## config.mk

```make
export PLATFORM = sky130hd
export DESIGN_NAME = tile_write_scheduler
export DESIGN_NICKNAME = d
export VERILOG_FILES = /design/src/rtl/tile_write_scheduler.sv
export SDC_FILE = /design/constraint.sdc
export NUM_CORES = 1
export LEC_CHECK = 0
export BUFFER_PORTS_ARGS = -buffer_cell sky130_fd_sc_hd__buf_2
export CORE_ASPECT_RATIO = 1.4
export CORE_MARGIN = 5
export CORE_UTILIZATION = 35
export DETAILED_ROUTE_END_ITERATION = 8
export SLEW_MARGIN = 20
export SYNTH_ARGS = -nofsm -noshare
export SYNTH_HDL_FRONTEND = slang
export SYNTH_SLANG_ARGS = --single-unit
```

## constraint.sdc

```tcl
create_clock -name clk -period 4.5 [get_ports clk]
set_input_delay 0.675 -clock clk [delete_from_list [all_inputs] [get_ports clk]]
set_output_delay 0.675 -clock clk [all_outputs]
set_load 0.005 [all_outputs]
```

## src/rtl/tile_write_scheduler.sv

```systemverilog
// Write sequencer for the write-side bank of the ping-pong 32x24 tile map.
// Clears the bank to CLEAR_TILE on every frame_start, then round-robin arbitrates single-tile writes.
module tile_write_scheduler #(
    parameter int         NUM_REQ    = 4,
    parameter logic [7:0] CLEAR_TILE = 8'h00,
    parameter int         MAP_CELLS  = 768
) (
    input  logic                 clk,
    input  logic                 rst_n,
    input  logic                 frame_start,
    input  logic [NUM_REQ-1:0]   req,
    input  logic [5*NUM_REQ-1:0] req_x,
    input  logic [5*NUM_REQ-1:0] req_y,
    input  logic [8*NUM_REQ-1:0] req_tile,
    output logic [NUM_REQ-1:0]   ack,
    output logic [9:0]           addrWrite,
    output logic [7:0]           dataWrite,
    output logic                 wr_en,
    output logic                 busy,
    output logic                 oob,
    output logic                 overrun
);

    localparam int         PTR_W     = $clog2(NUM_REQ);
    localparam logic [4:0] MAP_ROWS  = 5'd24;
    localparam logic [9:0] LAST_ADDR = 10'(MAP_CELLS - 1);

    typedef enum logic [1:0] {
        IDLE  = 2'd0,
        CLEAR = 2'd1,
        ARB   = 2'd2
    } stateT;

    stateT             stateQ, stateD;
    logic [9:0]        clearCnt, cntD;
    logic [PTR_W-1:0]  rrPtr, rrD;

    logic [NUM_REQ-1:0] ackD;
    logic [9:0]         addrD;
    logic [7:0]         dataD;
    logic               wrD, busyD, oobD, overrunD;

    // Round-robin search; the requester being acked this cycle is masked so a held req is not granted twice.
    logic [NUM_REQ-1:0] eligible;
    logic               grantFound;
    logic [PTR_W-1:0]   grantIdx;
    logic [4:0]         grantX, grantY;
    logic [7:0]         grantTile;

    always_comb begin
        int idx;
        // NOTE: every combinational output gets a default before any branch, otherwise a latch is inferred.
        eligible   = req & ~ack;
        grantFound = 1'b0;
        grantIdx   = '0;
        grantX     = '0;
        grantY     = '0;
        grantTile  = '0;
        for (int k = 0; k < NUM_REQ; k++) begin
            idx = int'(rrPtr) + k;
            if (idx >= NUM_REQ) idx = idx - NUM_REQ;
            if (!grantFound && eligible[idx]) begin
                grantFound = 1'b1;
                grantIdx   = PTR_W'(idx);
                grantX     = req_x[5*idx +: 5];
                grantY     = req_y[5*idx +: 5];
                grantTile  = req_tile[8*idx +: 8];
            end
        end
    end

    // clearCnt always holds the address currently presented on addrWrite during CLEAR.
    always_comb begin
        logic startClear;
        stateD     = stateQ;
        cntD       = clearCnt;
        rrD        = rrPtr;
        ackD       = '0;
        addrD      = '0;
        dataD      = '0;
        wrD        = 1'b0;
        busyD      = 1'b0;
        oobD       = 1'b0;
        overrunD   = 1'b0;
        startClear = 1'b0;

        unique case (stateQ)
            IDLE: begin
                if (frame_start) startClear = 1'b1;
            end
            CLEAR: begin
                if (frame_start) begin
                    startClear = 1'b1;
                    overrunD   = 1'b1;
                end else if (clearCnt == LAST_ADDR) begin
                    stateD = ARB;
                end else begin
                    cntD  = clearCnt + 10'd1;
                    addrD = clearCnt + 10'd1;
                    dataD = CLEAR_TILE;
                    wrD   = 1'b1;
                    busyD = 1'b1;
                end
            end
            ARB: begin
                if (frame_start) begin
                    startClear = 1'b1;
                end else if (grantFound) begin
                    ackD[grantIdx] = 1'b1;
                    addrD          = {grantY, 5'b0} + {5'b0, grantX};
                    dataD          = grantTile;
                    // Off-map rows are acked so the requester moves on, but never written.
                    if (grantY >= MAP_ROWS) oobD = 1'b1;
                    else                    wrD  = 1'b1;
                    rrD = (int'(grantIdx) == NUM_REQ - 1) ? '0 : grantIdx + PTR_W'(1);
                end
            end
            default: stateD = IDLE;
        endcase

        // A bank swap overrides any grant decided on the same edge.
        if (startClear) begin
            stateD = CLEAR;
            cntD   = '0;
            ackD   = '0;
            addrD  = '0;
            dataD  = CLEAR_TILE;
            wrD    = 1'b1;
            busyD  = 1'b1;
            oobD   = 1'b0;
        end
    end

    // NOTE: sequential state uses non-blocking assignments so every register samples pre-edge values.
    always_ff @(posedge clk or negedge rst_n) begin
        if (!rst_n) begin
            stateQ    <= IDLE;
            clearCnt  <= '0;
            rrPtr     <= '0;
            ack       <= '0;
            addrWrite <= '0;
            dataWrite <= '0;
            wr_en     <= 1'b0;
            busy      <= 1'b0;
            oob       <= 1'b0;
            overrun   <= 1'b0;
        end else begin
            stateQ    <= stateD;
            clearCnt  <= cntD;
            rrPtr     <= rrD;
            ack       <= ackD;
            addrWrite <= addrD;
            dataWrite <= dataD;
            wr_en     <= wrD;
            busy      <= busyD;
            oob       <= oobD;
            overrun   <= overrunD;
        end
    end

endmodule

```

==> results of run 1 <==
[cell type report]
type	instances	area, um2	share of cell area
multi-input combinational	691	5280	0.7006
sequential	40	1006	0.1335
timing repair buffer	125	678.2	0.08999
tap	244	305.3	0.04051
clock buffer	5	125.1	0.01660
inverter	25	93.84	0.01245
clock inverter	3	47.55	0.006309
[final timing paths]
path	from	end	slack, ns	depth (start not counted)
max in group asynchronous	rst_n	rrPtr[0]	3.33	1
worst max-delay path	rrPtr[0]	addrWrite[3]	0.73	12
min in group clk	clearCnt[6]	clearCnt[6]	0.54	1
worst max register to register	rrPtr[0]	addrWrite[3]	0.73	12
worst min register to register	clearCnt[6]	clearCnt[6]	0.54	1
worst min-delay path	rst_n	dataWrite[3]	0.51	1
[per-layer routing]
metal	vias to the layer above	GRT usage
li1	3282	-
met3	75	0.02127
met1	3427	0.2758
met2	374	0.3673
met5	-	0
met4	0	0.08184
[cell usage after synthesis (5+ instances only)]
| library cell | instances |
|---|---|
| sky130_fd_sc_hd__a21oi_1 | 67 |
| sky130_fd_sc_hd__nand2_1 | 85 |
| sky130_fd_sc_hd__ha_1 | 21 |
| sky130_fd_sc_hd__nor2b_1 | 18 |
| sky130_fd_sc_hd__o22ai_1 | 17 |
| sky130_fd_sc_hd__buf_1 | 5 |
| sky130_fd_sc_hd__a21boi_0 | 5 |
| sky130_fd_sc_hd__o21ai_0 | 34 |
| sky130_fd_sc_hd__a22o_1 | 5 |
| sky130_fd_sc_hd__clkbuf_1 | 26 |
| sky130_fd_sc_hd__inv_1 | 22 |
| sky130_fd_sc_hd__nor2_1 | 59 |
| sky130_fd_sc_hd__nor4_1 | 6 |
| sky130_fd_sc_hd__nand2b_1 | 20 |
| sky130_fd_sc_hd__xor2_1 | 9 |
| sky130_fd_sc_hd__mux2_2 | 51 |
| sky130_fd_sc_hd__or3_1 | 5 |
| sky130_fd_sc_hd__nand3_1 | 18 |
| sky130_fd_sc_hd__buf_2 | 22 |
| sky130_fd_sc_hd__a21o_1 | 5 |
| sky130_fd_sc_hd__o221ai_1 | 7 |
| sky130_fd_sc_hd__a311oi_1 | 6 |
| sky130_fd_sc_hd__and2_1 | 11 |
| sky130_fd_sc_hd__a22oi_1 | 26 |
| sky130_fd_sc_hd__a211oi_1 | 13 |
| sky130_fd_sc_hd__a31oi_1 | 9 |
| sky130_fd_sc_hd__nor3_1 | 15 |
| sky130_fd_sc_hd__o31ai_1 | 6 |
| sky130_fd_sc_hd__and3_1 | 5 |
| sky130_fd_sc_hd__a221oi_1 | 11 |
| sky130_fd_sc_hd__mux2i_1 | 48 |
| sky130_fd_sc_hd__dfrtp_1 | 40 |
| sky130_fd_sc_hd__o211ai_1 | 6 |
| sky130_fd_sc_hd__nand3b_1 | 6 |
| sky130_fd_sc_hd__mux4_2 | 35 |
| sky130_fd_sc_hd__xnor2_1 | 5 |
| sky130_fd_sc_hd__buf_4 | 8 |
[power groups by stage]
stage	Clock, uW	Sequential (uW)	Combinational (uW)
2_1_floorplan	0	449	3790
3_3_place_gp	0	455	4980
3_5_place_dp	0	456	4950
4_1_cts	438	449	4960
5_1_grt	451	455	5440
6_report	429	449	5060
[state kept, by name, indices dropped and copies added, names as in the netlist]
register   flops
busy           1
addrWrite     10
wr_en          1
dataWrite      8
stateQ         2
oob            1
clearCnt      10
rrPtr          2
overrun        1
ack            4
[metrics by stage]
step | hold WS (ns) | area, um2 | utilization
finish | 0.5132 | 7536 | 0.4035
global route | 0.5790 | 7536 | 0.4035
CTS | 0.5466 | 7536 | 0.4035
detailed placement | 0.5271 | 7363 | 0.3943
global placement | 0.5168 | 7363 | 0.3943
floorplan | 0.3794 | 6684 | -
[worst register-to-register path, stage by stage (launching register included)]
cell	delay, ns
sky130_fd_sc_hd__dfrtp_4	0.44
sky130_fd_sc_hd__buf_4	0.48
sky130_fd_sc_hd__ha_1	0.27
sky130_fd_sc_hd__nand2b_1	0.11
sky130_fd_sc_hd__inv_1	0.12
sky130_fd_sc_hd__ha_1	0.23
sky130_fd_sc_hd__and2_1	0.14
sky130_fd_sc_hd__ha_1	0.52
sky130_fd_sc_hd__or4b_2	0.68
sky130_fd_sc_hd__o21a_1	0.22
sky130_fd_sc_hd__o22ai_1	0.13
sky130_fd_sc_hd__a221oi_1	0.13
sky130_fd_sc_hd__o31ai_1	0.21
[cell families after synthesis]
group,after synthesis
buffers and inverters,88
DFF,40
AOI/OAI and AO/OA,254
xor gates and xnor gates,14
muxes,134
adders and majority gates,22
and+or+nand+nor,267
==> metrics.txt, run 1 <==
# TYPE chip_impl_metric gauge
chip_impl_metric{name="start_util",unit=""} 0.3577
chip_impl_info{name="synth_top_flop_cell",value="sky130_fd_sc_hd__dfrtp_1"} 1
chip_impl_metric{name="antenna_fix_cells",unit=""} 0
chip_impl_metric{name="io-pin-count",unit=""} 105
chip_impl_metric{name="sequential_share_of_the_synthesized_area",unit=""} 0.1498
chip_impl_metric{name="fin_worst_skew",unit="ns"} 0.005177
chip_impl_metric{name="wl_per_cell",unit="um"} 21.64
chip_impl_info{name="commonest_non_fill_non_tap_cells_in_the_layout",value="sky130_fd_sc_hd__buf_2 (104), sky130_fd_sc_hd__nand2_1 (85), sky130_fd_sc_hd__a21oi_1 (67)"} 1
chip_impl_metric{name="cts_repair_resize_count",unit=""} 0
chip_impl_metric{name="synth_edf_count",unit=""} 0
chip_impl_metric{name="detail_route.vias_per_cell",unit=""} 6.318
chip_impl_info{name="worstHoldPathType",value="input pin to asynchronous set/reset pin"} 1
chip_impl_info{name="critPathTopFamily",value="adder cells"} 1
chip_impl_metric{name="worst-path-max-fanout",unit=""} 47
chip_impl_metric{name="yosys.area_share.adder",unit=""} 0.04232
chip_impl_metric{name="seqPwrFrac",unit=""} 0.076
chip_impl_metric{name="syn-num-nets",unit=""} 920
chip_impl_metric{name="post_synth_instance_area",unit="um2"} 6681
chip_impl_metric{name="met2RoutedLength",unit="mm"} 12.08
chip_impl_metric{name="internal_power_summed_over_all_cells",unit="uW"} 2729
chip_impl_metric{name="power.switching",unit="uW"} 3210
chip_impl_info{name="worstSetupStartpointType",value="register"} 1
chip_impl_metric{name="critical_path_required",unit="ns"} 4.70
chip_impl_metric{name="synth.avg_cell_area",unit="um2"} 8.158
chip_impl_metric{name="cp_slowest_stage_delay",unit="ns"} 0.68
chip_impl_metric{name="worst_skew_pair.late_latency",unit="ns"} 0.29
chip_impl_metric{name="wirelength",unit="mm"} 24.52
chip_impl_metric{name="max-slew-margin-rel",unit=""} 0.3913
chip_impl_metric{name="hpwlAfterDp",unit="mm"} 18.68
chip_impl_metric{name="routabilityCongestion",unit=""} 0.9565
chip_impl_metric{name="max_cap_violations",unit=""} 0
chip_impl_metric{name="synth_top_area_frac",unit=""} 0.1498
chip_impl_metric{name="globalRouteOverflowTotal",unit=""} 0
chip_impl_metric{name="yosys_warnings",unit=""} 0
chip_impl_info{name="main_combinational_cell_family_by_area_after_synthesis",value="multiplexers"} 1
chip_impl_info{name="path_class",value="register to register"} 1
chip_impl_metric{name="dieWidth",unit="um"} 126.8
chip_impl_metric{name="grt_start_max_net_pins",unit=""} 74
chip_impl_metric{name="stdcell_count",unit=""} 1133
chip_impl_metric{name="port_buffers",unit=""} 104
chip_impl_metric{name="cts_hold_buffers",unit=""} 0
chip_impl_metric{name="drive_gt1_frac",unit=""} 0.2621
chip_impl_metric{name="dr_wl_met3",unit="mm"} 1.619
chip_impl_metric{name="hold_violations",unit=""} 0
chip_impl_info{name="critical_path.most_common_cell",value="sky130_fd_sc_hd__ha_1"} 1
chip_impl_metric{name="synth-simple-area-share",unit=""} 0.1961
chip_impl_metric{name="core-area",unit="um2"} 18680
chip_impl_metric{name="worst-endpoint-arrival",unit="ns"} 3.97
chip_impl_metric{name="cts.reportedPaths.clkPinSlew",unit="ns"} 0.07
chip_impl_info{name="grt_setup_unrepaired",value="false"} 1
chip_impl_metric{name="comb_power_share",unit=""} 0.852
chip_impl_metric{name="drcViolationCount",unit=""} 0
chip_impl_metric{name="synth-compound-area-share",unit=""} 0.2573
chip_impl_metric{name="clock.fmax",unit="GHz"} 0.2649
chip_impl_info{name="worstPathCellList",value="buf_4 > ha_1 > nand2b_1 > inv_1 > ha_1 > and2_1 > ha_1 > or4b_2 > o21a_1 > o22ai_1 > a221oi_1 > o31ai_1"} 1
chip_impl_metric{name="yosys_register_bits",unit=""} 40
chip_impl_metric{name="preCtsSetupSlack",unit="ns"} 0.7551
chip_impl_metric{name="die_area",unit="um2"} 21990
chip_impl_metric{name="fin_tns_setup",unit="ns"} 0
chip_impl_metric{name="postSynth.asyncResetShare",unit=""} 1.000
chip_impl_metric{name="highest_ir_drop_seen_on_vdd",unit="uV"} 448.1
chip_impl_metric{name="htreeDepth",unit=""} 2
chip_impl_metric{name="grt_pass1_vias",unit=""} 7051
chip_impl_metric{name="setup_viol",unit=""} 0
chip_impl_metric{name="layout_setup_ws",unit="ns"} 0.7254
chip_impl_metric{name="antenna_found_initial",unit=""} 0
chip_impl_info{name="synth_top_cells_by_area",value="sky130_fd_sc_hd__dfrtp_1 (15%), sky130_fd_sc_hd__mux4_2 (12%), sky130_fd_sc_hd__mux2_2 (8.6%)"} 1
chip_impl_metric{name="total_leakage_power",unit="uW"} 0.003216
chip_impl_metric{name="worstPathBufferInverterCount",unit=""} 2
chip_impl_info{name="clk_root_buffer_cell",value="sky130_fd_sc_hd__clkbuf_16"} 1
chip_impl_metric{name="synth_mux_area_frac",unit=""} 0.2758
chip_impl_info{name="cts_tree",value="yes"} 1
chip_impl_metric{name="grt_usage",unit=""} 0.2141
chip_impl_metric{name="flow.area_growth_from_synthesis",unit="%"} 12.79
chip_impl_info{name="outcome",value="complete, no violations"} 1
chip_impl_metric{name="final_antenna_net_count",unit=""} 0
chip_impl_metric{name="grt_first_pass_wirelength",unit="mm"} 38.58
chip_impl_metric{name="vias",unit=""} 7158
chip_impl_metric{name="period_needed",unit="ns"} 3.775
chip_impl_metric{name="drt_iter0_drc",unit=""} 834
chip_impl_metric{name="clkSinkCount",unit=""} 40
chip_impl_metric{name="timing.final.crit_share",unit=""} 0.8388
chip_impl_info{name="route.top_layer_used",value="met4"} 1
chip_impl_metric{name="post_synth_xor_area_fraction",unit=""} 0.01835
chip_impl_metric{name="fill_cells",unit=""} 1919
chip_impl_metric{name="numnets_final",unit=""} 989
chip_impl_metric{name="synth.lib_cells_used.distinct",unit=""} 74
chip_impl_info{name="final_common_cell",value="sky130_fd_sc_hd__buf_2"} 1
chip_impl_info{name="setup.worst_path.end_class",value="register"} 1
chip_impl_metric{name="die_y",unit="um"} 173.5
chip_impl_metric{name="timing.final.max_slew_violations",unit=""} 0
chip_impl_metric{name="drt-pass1-iter-count",unit=""} 5
chip_impl_metric{name="cts_buffers",unit=""} 5
chip_impl_metric{name="power_per_cell_area",unit="nW/um2"} 788.1
chip_impl_metric{name="detail_route.wirelength.met1",unit="mm"} 9.889
chip_impl_metric{name="worst_pin_slew",unit="ns"} 0.9130
chip_impl_info{name="critPathSlowestCell",value="sky130_fd_sc_hd__or4b_2"} 1
chip_impl_metric{name="syn_inst",unit=""} 819
chip_impl_metric{name="cts.path.max_buffers",unit=""} 2
chip_impl_metric{name="place_inst",unit=""} 1125
chip_impl_metric{name="pwr-share-clk",unit=""} 0.072
chip_impl_metric{name="p_sw_frac",unit=""} 0.5405
chip_impl_metric{name="post_cts.repair.setup_buffers",unit=""} 0
chip_impl_metric{name="num_rows",unit=""} 59
chip_impl_metric{name="total_power",unit="uW"} 5939
chip_impl_info{name="yosys.area.top_type",value="sky130_fd_sc_hd__dfrtp_1"} 1
Power figures use the tool's default switching activity.
==> inputs of run 2 (changes only) <==
- clock period: 4.5 -> 3.63 ns (I/O delays scaled with it)
==> run 2 against run 1 <==
Combinational power is 30% higher. Largest power group unchanged. Critical path type unchanged. Critical endpoint is now addrWrite[4]. Critical path depth up 1. Flip-flop and latch count unchanged.
==> metrics.txt, run 2 (synthesis results as in run 1) <==
# TYPE chip_impl_metric gauge
chip_impl_info{name="path_class",value="register to register"} 1
chip_impl_metric{name="cts_hold_buffers",unit=""} 0
chip_impl_info{name="setup.worst_path.end_class",value="register"} 1
chip_impl_metric{name="vias",unit=""} 7074
chip_impl_metric{name="fin_tns_setup",unit="ns"} 0
chip_impl_metric{name="drive_gt1_frac",unit=""} 0.2863
chip_impl_metric{name="post_cts.repair.setup_buffers",unit=""} 0
chip_impl_info{name="grt_setup_unrepaired",value="false"} 1
chip_impl_metric{name="numnets_final",unit=""} 1008
chip_impl_metric{name="antenna_found_initial",unit=""} 0
chip_impl_metric{name="setup_viol",unit=""} 0
chip_impl_metric{name="critical_path_required",unit="ns"} 3.82
chip_impl_metric{name="start_util",unit=""} 0.3577
chip_impl_metric{name="cts.path.max_buffers",unit=""} 2
chip_impl_metric{name="max_cap_violations",unit=""} 0
chip_impl_metric{name="worst_pin_slew",unit="ns"} 0.9268
chip_impl_metric{name="period_needed",unit="ns"} 3.415
chip_impl_metric{name="clock.fmax",unit="GHz"} 0.2929
chip_impl_metric{name="core-area",unit="um2"} 18680
chip_impl_metric{name="cts_buffers",unit=""} 5
chip_impl_info{name="outcome",value="complete, no violations"} 1
chip_impl_metric{name="cts_repair_resize_count",unit=""} 0
chip_impl_metric{name="clkSinkCount",unit=""} 40
chip_impl_info{name="critPathSlowestCell",value="sky130_fd_sc_hd__dfrtp_4"} 1
chip_impl_metric{name="power_per_cell_area",unit="nW/um2"} 989.6
chip_impl_metric{name="final_antenna_net_count",unit=""} 0
chip_impl_metric{name="stdcell_count",unit=""} 1152
chip_impl_metric{name="worst-path-max-fanout",unit=""} 22
chip_impl_info{name="final_common_cell",value="sky130_fd_sc_hd__buf_2"} 1
chip_impl_metric{name="grt_pass1_vias",unit=""} 6999
chip_impl_info{name="worstHoldPathType",value="input pin to asynchronous set/reset pin"} 1
chip_impl_metric{name="final_non_filler_cell_area",unit="um2"} 7742
chip_impl_metric{name="drt-pass1-iter-count",unit=""} 6
chip_impl_metric{name="timing.final.crit_share",unit=""} 0.9406
chip_impl_metric{name="post_detailed_placement_cell_area",unit="um2"} 7570
chip_impl_info{name="worstPathCellList",value="inv_2 > buf_4 > ha_4 > inv_1 > nand2_1 > fa_1 > nor4bb_1 > nand2_1 > mux2i_2 > nand2_1 > o32ai_1 > a21oi_1 > a31oi_1"} 1
chip_impl_metric{name="drcViolationCount",unit=""} 0
chip_impl_info{name="critical_path.most_common_cell",value="sky130_fd_sc_hd__nand2_1"} 1
chip_impl_info{name="critPathTopFamily",value="adder cells"} 1
chip_impl_metric{name="grt_usage",unit=""} 0.2189
chip_impl_metric{name="worstPathBufferInverterCount",unit=""} 3
chip_impl_metric{name="cp_slowest_stage_delay",unit="ns"} 0.49
chip_impl_metric{name="highest_ir_drop_seen_on_vdd",unit="uV"} 479.6
chip_impl_metric{name="total_leakage_power",unit="uW"} 0.003329
chip_impl_metric{name="place_inst",unit=""} 1144
chip_impl_metric{name="hold_violations",unit=""} 0
chip_impl_metric{name="hpwlAfterDp",unit="mm"} 19.36
chip_impl_metric{name="port_buffers",unit=""} 104
chip_impl_metric{name="io-pin-count",unit=""} 105
chip_impl_info{name="clk_root_buffer_cell",value="sky130_fd_sc_hd__clkbuf_16"} 1
chip_impl_metric{name="grt_first_pass_wirelength",unit="mm"} 39.22
chip_impl_info{name="worstSetupStartpointType",value="register"} 1
chip_impl_metric{name="wirelength",unit="mm"} 24.90
chip_impl_metric{name="worst-endpoint-arrival",unit="ns"} 3.60
chip_impl_info{name="cts_tree",value="yes"} 1
chip_impl_metric{name="num_rows",unit=""} 59
chip_impl_metric{name="dieWidth",unit="um"} 126.8
chip_impl_metric{name="cts.reportedPaths.clkPinSlew",unit="ns"} 0.07
chip_impl_metric{name="globalRouteOverflowTotal",unit=""} 0
chip_impl_metric{name="htreeDepth",unit=""} 2
chip_impl_metric{name="max-slew-margin-rel",unit=""} 0.3821
chip_impl_metric{name="antenna_fix_cells",unit=""} 0
chip_impl_info{name="largest_registers",value="addrWrite x10, clearCnt x10, dataWrite x8"} 1
chip_impl_metric{name="flow.area_growth_from_synthesis",unit="%"} 15.88
chip_impl_metric{name="wl_per_cell",unit="um"} 21.62
chip_impl_metric{name="die_area",unit="um2"} 21990
chip_impl_metric{name="detail_route.vias_per_cell",unit=""} 6.141
chip_impl_metric{name="die_y",unit="um"} 173.5
chip_impl_metric{name="drt_iter0_drc",unit=""} 796
chip_impl_metric{name="fin_worst_skew",unit="ns"} 0.009201
chip_impl_metric{name="timing.final.max_slew_violations",unit=""} 0
chip_impl_info{name="reg2reg_from",value="rrPtr[0]"} 1
chip_impl_metric{name="grt_start_max_net_pins",unit=""} 121
chip_impl_metric{name="worst_skew_pair.late_latency",unit="ns"} 0.29
chip_impl_metric{name="routabilityCongestion",unit=""} 0.9750
chip_impl_info{name="commonest_non_fill_non_tap_cells_in_the_layout",value="sky130_fd_sc_hd__buf_2 (104), sky130_fd_sc_hd__nand2_1 (85), sky130_fd_sc_hd__a21oi_1 (67)"} 1
chip_impl_info{name="worst_setup_path_startpoint",value="rrPtr[0]"} 1
==> run 2: cell types whose count changed in the layout (fill, tap and decap cells not counted), moves of 2 or more <==
cell | previous run | this run
sky130_fd_sc_hd__buf_12 | 0 | 2
sky130_fd_sc_hd__buf_4 | 21 | 38
sky130_fd_sc_hd__clkinv_1 | 2 | 0
sky130_fd_sc_hd__clkinv_2 | 0 | 2
sky130_fd_sc_hd__inv_1 | 22 | 20
sky130_fd_sc_hd__nor2_1 | 59 | 57
==> run 2: layout make-up <==
class	count	area, um2
sequential	40	1006
timing repair buffer	144	845.8
inverter	25	101.3
fill	1898	10930
tap	244	305.3
clock buffer	5	125.1
clock inverter	3	47.55
multi-input combinational	691	5311
==> run 2: worst reg2reg max path: cells and delay by family, from the launching register on <==
family | cells | cell delay [ns]
DFF | 1 | 0.49
adders and majority gates | 2 | 0.78
buffers and inverters | 3 | 0.50
muxes | 1 | 0.32
AOI/OAI and AO/OA | 3 | 0.50
and+or+nand+nor | 4 | 0.74
==> run 2: final timing paths <==
path / end / slack (ns) / depth (start not counted)
max: addrWrite[4] / 0.22 / 13
min: dataWrite[3] / 0.39 / 1
max reg2reg: addrWrite[4] / 0.22 / 13
min reg2reg: clearCnt[6] / 0.54 / 1
max in group asynchronous: rrPtr[0] / 2.57 / 1
min in group clk: stateQ[1] / 0.53 / 2
==> run 2: routing by layer <==
metal,part of all wire,GRT usage
met1,0.42,0.2907
met2,0.50,0.3748
met3,0.053,0.01726
met4,0.026,0.07066
met5,0,0
==> run 2: report_power, final <==
part / total [uW] / switching [uW] / internal [uW]
sequential: 555 / 42.8 / 513
clock: 525 / 198 / 327
combinational: 6580 / 3820 / 2760
==> run 2: metrics by stage <==
step | setup slack (ns) | hold WS [ns] | total power (uW) | util
after floorplan | -0.01263 | 0.2489 | 5461 | -
after global placement | 0.3352 | 0.5198 | 7063 | 0.4053
after detailed placement | 0.2657 | 0.5332 | 7022 | 0.4053
after CTS | 0.2615 | 0.4384 | 7569 | 0.4146
after global routing | 0.05458 | 0.4926 | 8227 | 0.4146
final | 0.2155 | 0.3913 | 7662 | 0.4146
==> inputs of run 3 (changes only) <==
- CTS_BUF_LIST: default -> sky130_fd_sc_hd__clkbuf_4 sky130_fd_sc_hd__clkbuf_8
==> run 3 against run 2 <==
Cell count is the same. First-iteration DRC count grew 4.1%. Worst setup slack gained 0.019 ns. Flip-flop and latch count is the same. Die area is the same. Critical endpoint unchanged. Sequential share of layout area grew 0.095 points.
==> metrics.txt, run 3 (synthesis results as in run 1) <==
# TYPE chip_impl_metric gauge
chip_impl_info{name="critPathSlowestCell",value="sky130_fd_sc_hd__dfrtp_4"} 1
chip_impl_metric{name="highest_ir_drop_seen_on_vdd",unit="uV"} 481.6
chip_impl_metric{name="drt-pass1-iter-count",unit=""} 5
chip_impl_metric{name="worst-endpoint-arrival",unit="ns"} 3.62
chip_impl_metric{name="final_antenna_net_count",unit=""} 0
chip_impl_metric{name="rrSetupSlack",unit="ns"} 0.23
chip_impl_metric{name="wirelength",unit="mm"} 24.87
chip_impl_metric{name="grt_first_pass_wirelength",unit="mm"} 39.30
chip_impl_metric{name="die_area",unit="um2"} 21990
chip_impl_metric{name="total_power",unit="uW"} 7528
chip_impl_metric{name="setup_viol",unit=""} 0
chip_impl_metric{name="final_non_filler_cell_area",unit="um2"} 7686
chip_impl_metric{name="core-area",unit="um2"} 18680
chip_impl_metric{name="port_buffers",unit=""} 104
chip_impl_metric{name="fin_tns_setup",unit="ns"} 0
chip_impl_metric{name="hpwlAfterDp",unit="mm"} 19.36
chip_impl_info{name="reg2reg_from",value="rrPtr[0]"} 1
chip_impl_metric{name="drcViolationCount",unit=""} 0
chip_impl_info{name="clk_root_buffer_cell",value="sky130_fd_sc_hd__clkbuf_8"} 1
chip_impl_metric{name="start_util",unit=""} 0.3577
chip_impl_metric{name="worstPathBufferInverterCount",unit=""} 3
chip_impl_metric{name="critical_path_required",unit="ns"} 3.86
chip_impl_info{name="path_class",value="register to register"} 1
chip_impl_metric{name="power_per_cell_area",unit="nW/um2"} 979.5
chip_impl_metric{name="antenna_fix_cells",unit=""} 0
chip_impl_metric{name="flow.area_growth_from_synthesis",unit="%"} 15.04
chip_impl_metric{name="die_y",unit="um"} 173.5
chip_impl_metric{name="worst_skew_pair.late_latency",unit="ns"} 0.31
chip_impl_info{name="worstSetupStartpointType",value="register"} 1
chip_impl_info{name="worstPathCellList",value="inv_2 > buf_4 > ha_4 > inv_1 > nand2_1 > fa_1 > nor4bb_1 > nand2_1 > mux2i_2 > nand2_1 > o32ai_1 > a21oi_1 > a31oi_1"} 1
chip_impl_metric{name="num_rows",unit=""} 59
chip_impl_metric{name="hold_violations",unit=""} 0
chip_impl_metric{name="layout.area.seq",unit="um2"} 1006
chip_impl_metric{name="vias",unit=""} 7133
chip_impl_metric{name="place_inst",unit=""} 1144
chip_impl_metric{name="reg2regPathDepth",unit=""} 13
chip_impl_info{name="final_common_cell",value="sky130_fd_sc_hd__buf_2"} 1
chip_impl_metric{name="max_cap_violations",unit=""} 0
chip_impl_info{name="worst_setup_path_startpoint",value="rrPtr[0]"} 1
chip_impl_info{name="critical_path.most_common_cell",value="sky130_fd_sc_hd__nand2_1"} 1
chip_impl_metric{name="clkSinkCount",unit=""} 40
chip_impl_info{name="commonest_non_fill_non_tap_cells_in_the_layout",value="sky130_fd_sc_hd__buf_2 (104), sky130_fd_sc_hd__nand2_1 (85), sky130_fd_sc_hd__a21oi_1 (67)"} 1
chip_impl_metric{name="cts.reportedPaths.clkPinSlew",unit="ns"} 0.10
chip_impl_info{name="regToRegEndpoint",value="addrWrite[4]"} 1
chip_impl_metric{name="grt_start_max_net_pins",unit=""} 121
chip_impl_metric{name="clock.fmax",unit="GHz"} 0.2945
chip_impl_metric{name="cp_slowest_stage_delay",unit="ns"} 0.49
chip_impl_metric{name="numnets_final",unit=""} 1008
chip_impl_metric{name="grt_usage",unit=""} 0.2196
chip_impl_metric{name="post_detailed_placement_cell_area",unit="um2"} 7570
chip_impl_metric{name="stdcell_count",unit=""} 1152
chip_impl_info{name="setup.worst_path.end_class",value="register"} 1
chip_impl_metric{name="htreeDepth",unit=""} 2
chip_impl_metric{name="cts_hold_buffers",unit=""} 0
chip_impl_info{name="grt_setup_unrepaired",value="false"} 1
chip_impl_metric{name="drt_iter0_drc",unit=""} 829
chip_impl_metric{name="post_cts.repair.setup_buffers",unit=""} 0
chip_impl_metric{name="worst_pin_slew",unit="ns"} 0.9528
chip_impl_info{name="cts_tree",value="yes"} 1
chip_impl_info{name="critPathTopFamily",value="adder cells"} 1
chip_impl_metric{name="total_area_of_multi_input_combinational_cells",unit="um2"} 5311
chip_impl_metric{name="worst-path-stages",unit=""} 13
chip_impl_metric{name="cts_buffers",unit=""} 5
chip_impl_metric{name="timing.final.crit_share",unit=""} 0.9353
chip_impl_info{name="outcome",value="complete, no violations"} 1
chip_impl_metric{name="drive_gt1_frac",unit=""} 0.2863
chip_impl_metric{name="max-slew-margin-rel",unit=""} 0.3648
chip_impl_metric{name="timing.final.max_slew_violations",unit=""} 0
chip_impl_metric{name="io-pin-count",unit=""} 105
chip_impl_metric{name="fill_cells",unit=""} 1911
chip_impl_metric{name="fin_worst_skew",unit="ns"} 0.01475
chip_impl_metric{name="wl_per_cell",unit="um"} 21.59
chip_impl_metric{name="period_needed",unit="ns"} 3.395
chip_impl_info{name="largest_registers",value="addrWrite x10, clearCnt x10, dataWrite x8"} 1
chip_impl_metric{name="final.hold.worst_slack",unit="ns"} 0.3672
chip_impl_metric{name="worst-path-max-fanout",unit=""} 22
chip_impl_info{name="worstHoldPathType",value="input pin to asynchronous set/reset pin"} 1
chip_impl_metric{name="antenna_found_initial",unit=""} 0
chip_impl_metric{name="total_leakage_power",unit="uW"} 0.003303
chip_impl_metric{name="globalRouteOverflowTotal",unit=""} 0
chip_impl_metric{name="routabilityCongestion",unit=""} 0.9750
chip_impl_metric{name="cts_repair_resize_count",unit=""} 0
chip_impl_metric{name="dieWidth",unit="um"} 126.8
chip_impl_metric{name="cts.path.max_buffers",unit=""} 2
chip_impl_metric{name="grt_pass1_vias",unit=""} 6995
chip_impl_metric{name="detail_route.vias_per_cell",unit=""} 6.192
==> run 3: layout make-up <==
type                            instances  area share
Sequential cell                        40      0.1309
Clock buffer                            5    0.008953
Tap cell                              244     0.03972
Inverter                               25     0.01319
Multi-Input combinational cell        691      0.6910
Clock inverter                          3    0.006186
Timing Repair Buffer                  144      0.1100
==> run 3: per-stage QoR <==
stage	worst slack, ns	utilization
finish	0.2347	0.4115
floorplan	-0.01263	-
global placement	0.3352	0.4053
detailed placement	0.2657	0.4053
global route	0.05791	0.4115
CTS	0.2587	0.4115
==> run 3: report_power, final <==
group / total, uW / switching [uW] / internal [uW] / leakage, uW
clock: 398 / 190 / 208 / 0.0000583
sequential: 555 / 43.3 / 512 / 0.000540
combinational: 6580 / 3820 / 2760 / 0.00270
total: 7530 / 4050 / 3480 / 0.00330
==> run 3: worst max-delay path by stage <==
stage / endpoint / slack, ns
3_5_place_dp: addrWrite[1] / 0.27
5_1_grt: addrWrite[6] / 0.06
4_1_cts: addrWrite[1] / 0.26
3_3_place_gp: addrWrite[2] / 0.34
6_report: addrWrite[4] / 0.23
2_1_floorplan: addrWrite[8] / -0.01
==> run 3: metal layers <==
metal  wire (um)  GRT usage  vias to the layer above
met1       10320     0.2913                     3456
met4         668    0.07335                        0
met5           0          0                        -
met3        1472    0.01819                       46
met2       12400     0.3746                      310
li1            -          -                     3321
